## config.mk

```make
export PLATFORM = sky130hd
export DESIGN_NAME = clock_set_ctrl
export DESIGN_NICKNAME = d
export VERILOG_FILES = /design/src/rtl/clock_pkg.sv /design/src/rtl/btn_edge.sv /design/src/rtl/clock_set_ctrl.sv
export SDC_FILE = /design/constraint.sdc
export NUM_CORES = 1
export LEC_CHECK = 0
export CAP_MARGIN = 40
export CORE_ASPECT_RATIO = 1.4
export CORE_UTILIZATION = 49
export DETAILED_ROUTE_END_ITERATION = 10
export GPL_TIMING_DRIVEN = 0
export PLACE_DENSITY = 0.77
export SETUP_SLACK_MARGIN = 0.05
export SKIP_LAST_GASP = 1
export SYNTH_ARGS = -nofsm -noshare
export SYNTH_HDL_FRONTEND = slang
export SYNTH_SLANG_ARGS = --single-unit
```

## constraint.sdc

```tcl
create_clock -name Pulse -period 1.45 [get_ports Pulse]
set_input_delay 0.2175 -clock Pulse [delete_from_list [all_inputs] [get_ports Pulse]]
set_output_delay 0.2175 -clock Pulse [all_outputs]
set_load 0.02 [all_outputs]
```

## src/rtl/clock_pkg.sv

```systemverilog
// Shared types and constants for the calendar clock front panel.
// Mode and field encodings are visible on the Mode/Field ports of clock_set_ctrl.
package clock_pkg;

  typedef enum logic [1:0] {
    RUN       = 2'd0,
    SET_TIME  = 2'd1,
    SET_ALARM = 2'd2
  } mode_t;

  typedef enum logic [2:0] {
    F_MIN  = 3'd0,
    F_HRS  = 3'd1,
    F_DAY  = 3'd2,
    F_DATE = 3'd3,
    F_MON  = 3'd4
  } field_t;

  localparam int NS = 60;
  localparam int NH = 24;
  localparam int ND = 7;
  localparam int NM = 12;

  // The alarm has no date or month, so its field ring stops at the weekday.
  function automatic field_t field_max(input mode_t m);
    return (m == SET_ALARM) ? F_DAY : F_MON;
  endfunction

  function automatic field_t field_succ(input field_t f, input mode_t m);
    if (f == field_max(m)) begin
      return F_MIN;
    end
    return field_t'(f + 3'd1);
  endfunction

endpackage

```

## src/rtl/btn_edge.sv

```systemverilog
// Rising-edge detector for one panel button.
// The history flop resets to 1 so a button held through reset never produces an edge.
module btn_edge (
  input  logic clk,
  input  logic srst,
  input  logic btn,
  output logic rise
);

  logic btn_q_reg;

  always_ff @(posedge clk) begin
    if (srst) begin
      btn_q_reg <= 1'b1;
    end else begin
      btn_q_reg <= btn;
    end
  end

  assign rise = btn & ~btn_q_reg;

endmodule

```

## src/rtl/clock_set_ctrl.sv

```systemverilog
// Front-panel sequencer: Mode/Sel/Adv buttons -> set-mode levels and field-advance strobes.
// Build macro AUTO_REPEAT_EN adds hold-to-repeat advances on AdvBtn.
module clock_set_ctrl
  import clock_pkg::*;
#(
  parameter int IDLE_TO = 30,
  parameter int RPT_DLY = 4,
  parameter int RPT_PER = 2
) (
  input  logic       Pulse,
  input  logic       Reset,
  input  logic       ModeBtn,
  input  logic       SelBtn,
  input  logic       AdvBtn,
  output logic       Timeset,
  output logic       Alarmset,
  output logic       Minadv,
  output logic       Hrsadv,
  output logic       Dayadv,
  output logic       Datadv,
  output logic       Monadv,
  output logic [1:0] Mode,
  output logic [2:0] Field
);

  localparam int IDLE_W = $clog2(IDLE_TO);
  localparam logic [IDLE_W-1:0] IDLE_LAST = IDLE_W'(IDLE_TO - 1);

  if (IDLE_TO < 2 || RPT_DLY < 1 || RPT_PER < 1) begin : g_param_check
    $error("clock_set_ctrl: need IDLE_TO >= 2, RPT_DLY >= 1, RPT_PER >= 1");
  end

  logic [2:0] btn_raw;
  logic [2:0] btn_rise;
  logic       mode_rise;
  logic       sel_rise;
  logic       adv_rise;

  mode_t             mode_reg, mode_next;
  field_t            field_reg, field_next;
  logic [IDLE_W-1:0] idle_reg, idle_next;
  logic              timeset_reg, alarmset_reg;
  logic [4:0]        adv_reg, adv_next;
  logic              adv_fire;
  logic              event_acc;
  logic              rpt_fire;

  assign btn_raw = {AdvBtn, SelBtn, ModeBtn};

  genvar gi;
  generate
    for (gi = 0; gi < 3; gi++) begin : g_btn
      btn_edge u_edge (
        .clk  (Pulse),
        .srst (Reset),
        .btn  (btn_raw[gi]),
        .rise (btn_rise[gi])
      );
    end
  endgenerate

  assign mode_rise = btn_rise[0];
  assign sel_rise  = btn_rise[1];
  assign adv_rise  = btn_rise[2];

  // Only the highest-priority edge is honoured; an accepted event restarts the idle count,
  // and it also beats a timeout landing in the same cycle.
  always_comb begin
    mode_next  = mode_reg;
    field_next = field_reg;
    idle_next  = idle_reg;
    adv_fire   = 1'b0;
    event_acc  = 1'b0;
    if (mode_reg == RUN) begin
      idle_next = '0;
      if (mode_rise) begin
        mode_next  = SET_TIME;
        field_next = F_MIN;
      end
    end else begin
      if (mode_rise) begin
        mode_next  = (mode_reg == SET_TIME) ? SET_ALARM : RUN;
        field_next = F_MIN;
        event_acc  = 1'b1;
      end else if (sel_rise) begin
        field_next = field_succ(field_reg, mode_reg);
        event_acc  = 1'b1;
      end else if (adv_rise || rpt_fire) begin
        adv_fire  = 1'b1;
        event_acc = 1'b1;
      end

      if (event_acc) begin
        idle_next = '0;
      end else if (idle_reg == IDLE_LAST) begin
        mode_next  = RUN;
        field_next = F_MIN;
        idle_next  = '0;
      end else begin
        idle_next = idle_reg + IDLE_W'(1);
      end
    end
  end

  // One strobe per field; date and month only exist while setting the time.
  generate
    for (gi = 0; gi < 5; gi++) begin : g_adv
      if (gi < 3) begin : g_common
        assign adv_next[gi] = adv_fire && (field_reg == 3'(gi));
      end else begin : g_time_only
        assign adv_next[gi] = adv_fire && (field_reg == 3'(gi)) && (mode_reg == SET_TIME);
      end
    end
  endgenerate

  always_ff @(posedge Pulse) begin
    if (Reset) begin
      mode_reg     <= RUN;
      field_reg    <= F_MIN;
      idle_reg     <= '0;
      timeset_reg  <= 1'b0;
      alarmset_reg <= 1'b0;
      adv_reg      <= '0;
    end else begin
      mode_reg     <= mode_next;
      field_reg    <= field_next;
      idle_reg     <= idle_next;
      timeset_reg  <= (mode_next == SET_TIME);
      alarmset_reg <= (mode_next == SET_ALARM);
      adv_reg      <= adv_next;
    end
  end

`ifdef AUTO_REPEAT_EN
  localparam int RPT_MAX = (RPT_DLY > RPT_PER) ? RPT_DLY : RPT_PER;
  localparam int RPT_W   = $clog2(RPT_MAX + 1);

  logic             rpt_active_reg;
  logic             rpt_first_reg;
  logic [RPT_W-1:0] rpt_cnt_reg;
  logic             adv_start;

  // rpt_cnt_reg counts held cycles since the last advance; the first gap is RPT_DLY long.
  assign rpt_fire  = rpt_active_reg && AdvBtn &&
                     (rpt_cnt_reg == (rpt_first_reg ? RPT_W'(RPT_DLY) : RPT_W'(RPT_PER)));
  assign adv_start = adv_fire && adv_rise;

  always_ff @(posedge Pulse) begin
    if (Reset) begin
      rpt_active_reg <= 1'b0;
      rpt_first_reg  <= 1'b0;
      rpt_cnt_reg    <= '0;
    end else if (adv_start) begin
      rpt_active_reg <= 1'b1;
      rpt_first_reg  <= 1'b1;
      rpt_cnt_reg    <= RPT_W'(1);
    end else if (!rpt_active_reg || !AdvBtn || mode_rise || sel_rise || mode_next == RUN) begin
      rpt_active_reg <= 1'b0;
    end else if (rpt_fire) begin
      rpt_first_reg <= 1'b0;
      rpt_cnt_reg   <= RPT_W'(1);
    end else begin
      rpt_cnt_reg <= rpt_cnt_reg + RPT_W'(1);
    end
  end
`else
  assign rpt_fire = 1'b0;
`endif

  assign Timeset  = timeset_reg;
  assign Alarmset = alarmset_reg;
  assign Minadv   = adv_reg[F_MIN];
  assign Hrsadv   = adv_reg[F_HRS];
  assign Dayadv   = adv_reg[F_DAY];
  assign Datadv   = adv_reg[F_DATE];
  assign Monadv   = adv_reg[F_MON];
  assign Mode     = mode_reg;
  assign Field    = field_reg;

endmodule
```

After elaboration in Yosys (flattened, before gate mapping)
Cells that the tools add are included.
{"block": "word_totals", "regBits": 20, "out_inout_bits": 12}
{"block": "op_classes", "bitwise": 6, "mux": 26, "addsub": 2, "n_eq_ne": 11, "reduce_logical": 10}
{"cell": "3-bit two-way mux", "n": 9}
{"cell": "2-bit two-way mux", "n": 6}
{"cell": "1-bit two-way mux", "n": 11}
{"cell": "1-bit logical AND", "n": 7}
{"cell": "3-bit by 2-bit equality test with 1-bit output, second input constant", "n": 2}
{"cell": "5-bit by 1-bit adder with 5-bit output, second input constant", "n": 1}
{"cell": "5-bit equality test, second input constant", "n": 1}
{"cell": "2-bit by 1-bit equality test with 1-bit output, second input constant", "n": 2}
{"cell": "2-bit equality test, second input constant", "n": 2}
{"cell": "4-bit OR reduction", "n": 1}
{"cell": "3-bit by 1-bit adder with 3-bit output, second input constant", "n": 1}
{"cell": "1-bit bitwise AND", "n": 3}
{"cell": "3-bit by 1-bit equality test with 1-bit output, second input constant", "n": 1}
{"cell": "3-bit equality test", "n": 1}
{"cell": "3-bit equality test, second input constant", "n": 1}
{"cell": "3-bit logical NOT", "n": 1}
{"cell": "1-bit NOT", "n": 3}
{"cell": "2-bit logical NOT", "n": 1}
{"cell": "2-bit by 1-bit != test with 1-bit output, second input constant", "n": 1}

Logic depth before layout (Yosys ltp)
Gate-level depths: netlist of the first run.
{"block": "depth", "word_depth": 13, "ltp_mapped": 6}

By module
From an unflattened synthesis of the first run, not the netlist that was laid out.
{"block": "hier_totals", "hier_cells": 97, "hier_area_um2": 940.9}
{"module": "clock_set_ctrl", "instances": 1, "seq_area_each_um2": 340.3, "cells_each": 88, "area_per_inst_um2": 843.3}
{"module": "btn_edge", "instances": 3, "seq_area_each_um2": 20.0, "cells_each": 3, "area_per_inst_um2": 32.5}

Least setup slack after synthesis of the first run
OpenSTA, ideal clock, no wires.
{"block": "synth_path", "path_kind": "register to register", "startpoint": "register mode_reg[1] (netlist: Mode[1])", "endpoint": "register adv_reg[4]", "period_less_slack_ps": 1267, "setup_slack_ps": 183, "path_stages_with_launch": 5, "t_arrival_ps": 1207, "setup_time_ps": 60, "path_cell_list": "dfxtp_1 nor2_2 a2111oi_4 and4bb_1 and3_1"}
{"block": "synth_via", "elab_chain_cells": 4, "elab_cells_between_ends": 5, "classes_between": "eq/ne: 1; mux: 1; reduce/logical: 3"}
{"element": "start, declared", "line_no": "clock_set_ctrl.sv:39", "text": "mode_t mode_reg, mode_next;"}
{"element": "start signal, assigned", "line_no": "clock_set_ctrl.sv:125", "text": "mode_reg <= mode_next;"}
{"element": "2-bit logical NOT", "line_no": "clock_set_ctrl.sv:74", "text": "if (mode_reg == RUN) begin"}
{"element": "1-bit two-way mux", "line_no": "clock_set_ctrl.sv:74"}
{"element": "1-bit logical AND", "line_no": "clock_set_ctrl.sv:111", "text": "assign adv_next[gi] = adv_fire && (field_reg == 3'(gi)) && (mode_reg == SET_TIME);"}
{"element": "1-bit logical AND (*)", "line_no": "clock_set_ctrl.sv:111"}
{"element": "end signal, assigned", "line_no": "clock_set_ctrl.sv:130", "text": "adv_reg <= adv_next;"}
{"element": "end, declared", "line_no": "clock_set_ctrl.sv:43", "text": "logic [4:0] adv_reg, adv_next;"}
Mark *: on every way between the ends. The rest lies on a longest branch, timed or not.
A chain may end at the register's enable or synchronous reset.

Final worst setup path of the first run
{"block": "layout_path", "startpoint": "register mode_reg[0] (netlist: Mode[0])", "endpoint": "register field_reg[1] (netlist: Field[1])"}
{"block": "layout_via", "elab_chain_cells": 13, "elab_cells_between_ends": 15, "classes_between": "eq/ne: 3; mux: 11; reduce/logical: 1"}
{"element": "2-bit equality test", "line_no": "clock_pkg.sv:26", "text": "return (m == SET_ALARM) ? F_DAY : F_MON;"}
{"element": "3-bit two-way mux", "line_no": "clock_pkg.sv:26"}
{"element": "3-bit equality test", "line_no": "clock_pkg.sv:30", "text": "if (f == field_max(m)) begin"}
{"element": "1-bit two-way mux", "line_no": "clock_pkg.sv:30"}
{"element": "1-bit two-way mux", "line_no": "clock_set_ctrl.sv:85", "text": "end else if (sel_rise) begin"}
{"element": "1-bit two-way mux", "line_no": "clock_set_ctrl.sv:81", "text": "if (mode_rise) begin"}
{"element": "1-bit two-way mux", "line_no": "clock_set_ctrl.sv:74"}
{"element": "3-bit two-way mux", "line_no": "clock_pkg.sv:33", "text": "return field_t'(f + 3'd1);"}
{"element": "3-bit two-way mux", "line_no": "clock_set_ctrl.sv:85"}
{"element": "3-bit two-way mux", "line_no": "clock_set_ctrl.sv:81"}
{"element": "3-bit two-way mux", "line_no": "clock_set_ctrl.sv:95", "text": "end else if (idle_reg == IDLE_LAST) begin"}
{"element": "3-bit two-way mux", "line_no": "clock_set_ctrl.sv:93", "text": "if (event_acc) begin"}
{"element": "3-bit two-way mux", "line_no": "clock_set_ctrl.sv:74"}
{"element": "end signal, assigned", "line_no": "clock_set_ctrl.sv:126", "text": "field_reg <= field_next;"}
{"element": "end, declared", "line_no": "clock_set_ctrl.sv:40", "text": "field_t field_reg, field_next;"}
Parallel ways exist; a longest one is shown, timed or not. The select of a mux whose other input is x is not followed.

==> summary.txt, run 1 <==
Synthesis
  – Syn avg cell area: 10.15 um2
  – Post-synthesis compound-gate area fraction: 0.09524
  – Synth warn: 0
  – Sequential area share after synthesis: 0.4482
  – Syn_nets: 100
  – Post-synth cell types: 30
  – Post-synthesis simple-gate area fraction: 0.2913
  – Mapped cell area: 893.4 um2
  – Largest cells by area after synthesis: dfxtp_1 (45%), ha_1 (9.8%), nand2b_1 (3.5%)
  – #FFs+latches synth: 20
  – Main combinational cell family by area after synthesis: simple AND/OR/NAND/NOR gates
  – Area share of the largest cell type after synthesis: 0.4482
  – Post-Synth XOR/XNOR Area: 0.02941
  – Synth area leader: dfxtp_1
  – Cell count after synthesis: 88
  – Mux cell area share after synthesis: 0
  – Synthesized-area fraction occupied by adder cells: 0.09804

Critical path
  – Startpoint Class: register
  – R2R Path Start: Mode[0]
  – CP Max Fanout: 9
  – Worst reg2reg setup slack: approximately 110 ps
  – Reg2reg end: Field[1]
  – Setup crit start: Mode[0]
  – Crit path DAT: 1580 ps
  – CP endpoint kind: register
  – R2r worst-path depth: 4
  – Critical path class: register to register
  – Setup crit end: Field[1]
  – CP required: 1690 ps

STA
  – Max-slew headroom: 0.8038
  – Post-layout min period: between 1000 and 1500 ps
  – Worst slew pin tran: 292.1 ps
  – Final Hold Viols: 0
  – Fmax: 746.2 MHz
  – Slew Viols, Final: 0
  – RSZ-0062 raised after global routing: yes
  – Final setup viols: 0
  – Max Clock Skew: around 3.3 ps
  – Fin Hold WS: 113.3 ps
  – Part of the cycle the worst path needs: 0.9242

Layout
  – Fill cell count: 136
  – Cell area after layout: 1117 um2
  – Ant diodes: 0
  – Share of post-route cells with drive strength above 1: 0.1682
  – Final net count: 120
  – Area grow syn2layout: 25.07%

Detailed routing
  – Routed Antenna Nets: 0
  – DRC Markers: 0
  – Met3 WL: 52 um
  – DR top layer: met4
  – Drt wl/cell: 11.45 um
  – Met2 routed WL: 714 um
  – Pre-antenna DRT Iters: 4
  – Wl on met1: between 600 and 700 um
  – Total wire length: roughly 1.4 mm
  – Iteration-0 DRC count of the detailed router: 10
  – Via count: 649
  – Detail-routed via count per cell: between 5 and 6

Clock network
  – Clock buffer count from CTS: 3
  – CTS tree: yes
  – CTS Sinks: 20
  – Root buffer cell: clkbuf_4
  – Cts-stage hold buffer count: 0
  – Worst skew pair latency: 300 ps
  – Number of H-tree levels: 1
  – Max clock buf depth: 2
  – Clock transition at the registers of the reported paths: 110 ps

Die
  – Die area: approximately 2000 um2
  – Ports: 17
  – Initial Utilization: 0.5455
  – Chip Height: 52.52 um
  – Die W: 38.09 um
  – Std-Cell Core Area: 1638 um2
  – # rows: 17

Outcome
  – Status: completed

Global route
  – Vias in the first global route: 569
  – Largest net degree at the start of global routing: 12
  – Initial antenna violation count: 0
  – Remaining Overflow, GRT: 0
  – GRT Overall Usage: 0.1706
  – First-pass GRT wire length: 2.318 mm

Place
  – Area after DPL: 1067 um2
  – Buffers added on ports: 15
  – Placer Congestion: 0.6944
  – Hpwl dp: 1.085 mm

Run
  – Max Cap Viol: 0

Power and ir drop
  – PwrDens: 854.0 nW/um2
  – VDD IR-drop max: roughly 0.00057 V
  – Leak pwr: 0.4848 nW

Worst hold path
  – Min-delay src: Reset
  – Min-delay worst type: input pin to register
==> cells in the final DEF, fill, tap and decap left out, types with 2 or more instances in the layout <==
cell type / count
nand3_1: 5
clkdlybuf4s50_1: 3
a21oi_1: 4
and4bb_1: 2
nor2_1: 8
dfxtp_2: 5
dfxtp_1: 15
clkbuf_4: 3
nand2_1: 2
and2_1: 4
and3_1: 2
nor3b_2: 2
dlygate4sd2_1: 12
xor2_1: 2
or2_1: 3
inv_1: 6
o2bb2ai_1: 2
nand2b_1: 5
ha_1: 6
==> worst min path at each step <==
| stage | endpoint | slack, ps | cells after the start |
|---|---|---|---|
| after global placement | Mode[0] | 430 | 2 |
| final | Mode[1] | 110 | 2 |
| after global routing | Mode[1] | 120 | 2 |
| after detailed placement | Mode[1] | 440 | 2 |
| after floorplan | g_btn[0].u_edge.btn_q_reg | 320 | 1 |
| after CTS | Mode[1] | 100 | 2 |
==> layout make-up <==
class	instances	area, um2	share of cell area
Buffer	1	11.26	0.01008
Clock buffer	4	36.28	0.03247
Inverter	6	22.52	0.02016
Multi-Input combinational cell	61	481.7	0.4311
Sequential cell	20	406.6	0.3639
Tap cell	19	23.77	0.02128
Timing Repair Buffer	15	135.1	0.1209
==> routing by layer <==
layer	GRT usage	up-vias
li1	-	340
met1	0.1892	292
met2	0.2740	12
met3	0.03830	5
met4	0.1250	0
met5	0	-
==> metrics by stage <==
stage	setup TNS, ps	util	worst slack [ps]	cells	total power [mW]
after global routing	0	0.6822	45.56	126	0.9885
after floorplan	0	-	182.6	88	0.6186
after detailed placement	-1713	0.6516	-178.2	122	0.6441
after CTS	0	0.6654	39.73	126	0.9636
final	0	0.6822	109.9	126	0.9542
after global placement	-1550	0.6516	-195.8	122	0.6422
==> worst max-delay path, stage by stage (launching register included) <==
cell and delay, ps:
dfxtp_2 380, nor2_2 270, nor3b_2 110, nor4_4 360, o2bb2ai_1 150
==> what timing repair did <==
item | in CTS | in global routing
endpoints found under the hold margin | 0 | 0
pin swaps | 0 | 1
setup endpoints to repair | 12 | 15
buffers inserted | 0 | 1
resized for setup | 13 | 8
==> logic make-up (layout without fill, tap and decap cells) <==
kind of cell,Yosys count,count (layout)
flops,20,20
simple gates,41,41
xor+xnor,3,3
fa+ha+maj,7,7
compound gates,10,10
buf+inv,7,26
==> report_power, final <==
part | leakage (nW) | internal (mW) | switching (mW) | total [mW]
Combinational | 0.299 | 0.0316 | 0.0341 | 0.0657
Sequential | 0.165 | 0.559 | 0.00795 | 0.567
Clock | 0.0210 | 0.153 | 0.168 | 0.322
Total | 0.485 | 0.744 | 0.210 | 0.954
==> cell usage after synthesis (all sizes together) <==
library cell and instances:
and2 4, or3 1, a2111oi 1, buf 1, nand2 2, ha 7
a21oi 4, o2bb2ai 2, xor2 2, nor2 9, o21ai 1, nand3 5
and4bb 2, xnor2 1, nand4 1, dfxtp 20, a21o 1, and3 2
nand3b 1, a211oi 1, nand2b 5, nor4 2, nor2b 2, inv 6
or2 3, nor3b 2
(Power assumes the default switching activity.)
==> inputs of run 2 (changes only) <==
Settings changed: MAX_ROUTING_LAYER from default to met4.
==> summary.txt, run 2 (same netlist as run 1, synthesis figures left out) <==
Place
  – Hpwl dp: between 1 and 1.5 mm
  – Buffers added on ports: 15
  – Placer Congestion: 0.7018
  – Placed Cells: ~120
  – Area after DPL: ~1100 um2

Critical path
  – Crit path DAT: 1580 ps
  – CP endpoint kind: register
  – CP Max Fanout: 9
  – Critical path class: register to register
  – CP required: 1690 ps
  – Startpoint Class: register

Layout
  – Sequential standard cell area: between 400 and 500 um2
  – Commonest non-fill, non-tap cell in the layout: dfxtp_1
  – Fill cell count: 136
  – Multi-input logic area: 481.7 um2
  – Non-filler cells in the finished layout: 126
  – Most frequent cells in the layout: dfxtp_1 (15), dlygate4sd2_1 (12), nor2_1 (8)
  – Ant diodes: 0
  – Cell area after layout: approximately 1100 um2
  – Share of post-route cells with drive strength above 1: 0.1682
  – Final net count: 120
  – Area grow syn2layout: 25.07%

Power and ir drop
  – Total Power: 0.9542 mW
  – Leak pwr: 0.4848 nW
  – VDD IR-drop max: 0.0005654 V
  – PwrDens: roughly 850 nW/um2

Detailed routing
  – Pre-antenna DRT Iters: 4
  – Total wire length: between 1 and 1.5 mm
  – Via count: 649
  – Routed Antenna Nets: 0
  – DRC Markers: 0
  – Detail-routed via count per cell: 5.151
  – Iteration-0 DRC count of the detailed router: 10
  – Drt wl/cell: 11.45 um

Worst hold path
  – Min-delay worst type: input pin to register

STA
  – Fmax: 746.2 MHz
  – Slew Viols, Final: 0
  – Sum Neg Setup Slack: 0 ps
  – RSZ-0062 raised after global routing: yes
  – Fin Hold WS: 113.3 ps
  – Final setup viols: 0
  – Worst slew pin tran: 292.1 ps
  – Max Clock Skew: 3.285 ps
  – Post-layout min period: ~1300 ps
  – Max-slew headroom: 0.8038
  – Final Hold Viols: 0
  – Part of the cycle the worst path needs: 0.9242

Global route
  – Initial antenna violation count: 0
  – First-pass GRT wire length: 2.325 mm
  – Remaining Overflow, GRT: 0
  – Vias in the first global route: 569
  – Largest net degree at the start of global routing: 12
  – GRT Overall Usage: 0.1748

Run
  – Max Cap Viol: 0

Die
  – Chip Height: 52.52 um
  – Initial Utilization: 0.5455
  – # rows: 17
  – Die area: roughly 2000 um2
  – Ports: 17
  – Die W: 38.09 um
  – Std-Cell Core Area: between 1500 and 2000 um2

Clock network
  – Worst skew pair latency: 300 ps
  – Max clock buf depth: 2
  – CTS tree: yes
  – Number of H-tree levels: 1
  – Clock buffer count from CTS: 3
  – CTS Sinks: 20
  – Clock transition at the registers of the reported paths: 110 ps
  – Root buffer cell: clkbuf_4

Outcome
  – Status: completed
## run 2: cell counts in the layout (fill, tap and decap cells not counted)
No cell type changed its count.
## run 2: worst paths after layout
path	depth (start not counted)	endpoint	start	slack, ps
setup reg to reg	4	Field[1]	Mode[0]	110
setup / recovery	4	Field[1]	Mode[0]	110
hold reg to reg	1	idle_reg[0]	idle_reg[0]	440
hold / removal	2	Mode[1]	Reset	110
## run 2: worst max-delay path: stages, from the launching register on
cell and delay, ps:
dfxtp_2 380, nor2_2 270, nor3b_2 110, nor4_4 360, o2bb2ai_1 150
## run 2: timing repair
item | 4_1_cts | 5_1_grt
pin swaps | 0 | 1
gates resized for setup | 13 | 8
hold buffers | 0 | 0
setup endpoints to repair | 12 | 15
setup buffers | 0 | 1
endpoints found under the hold margin | 0 | 0
## run 2: per-stage QoR
step	util	worst slack [ps]
CTS	0.6654	39.73
global route	0.6822	45.56
finish	0.6822	109.9
detailed placement	0.6516	-178.2
global placement	0.6516	-195.8
floorplan	-	182.6
## run 2: layout make-up
type | count | area share
plain buffers | 1 | 0.01008
clock buffers | 4 | 0.03247
inverters | 6 | 0.02016
multi-input cells | 61 | 0.4311
flip-flops and latches | 20 | 0.3639
well taps | 19 | 0.02128
repair buffers | 15 | 0.1209
## run 2: power breakdown
part	leakage, nW	switching (mW)	internal (mW)
clock network	0.0210	0.168	0.153
logic	0.299	0.0341	0.0316
registers	0.165	0.00795	0.559
## run 2: routing by layer
metal / share of wire / global-route usage / routed length, um / vias to the layer above
li1: - / - / - / 340
met1: 0.44 / 0.1892 / 631 / 292
met2: 0.49 / 0.2740 / 714 / 12
met3: 0.036 / 0.03830 / 52 / 5
met4: 0.030 / 0.1250 / 44 / 0
met5: 0 / - / 0 / -
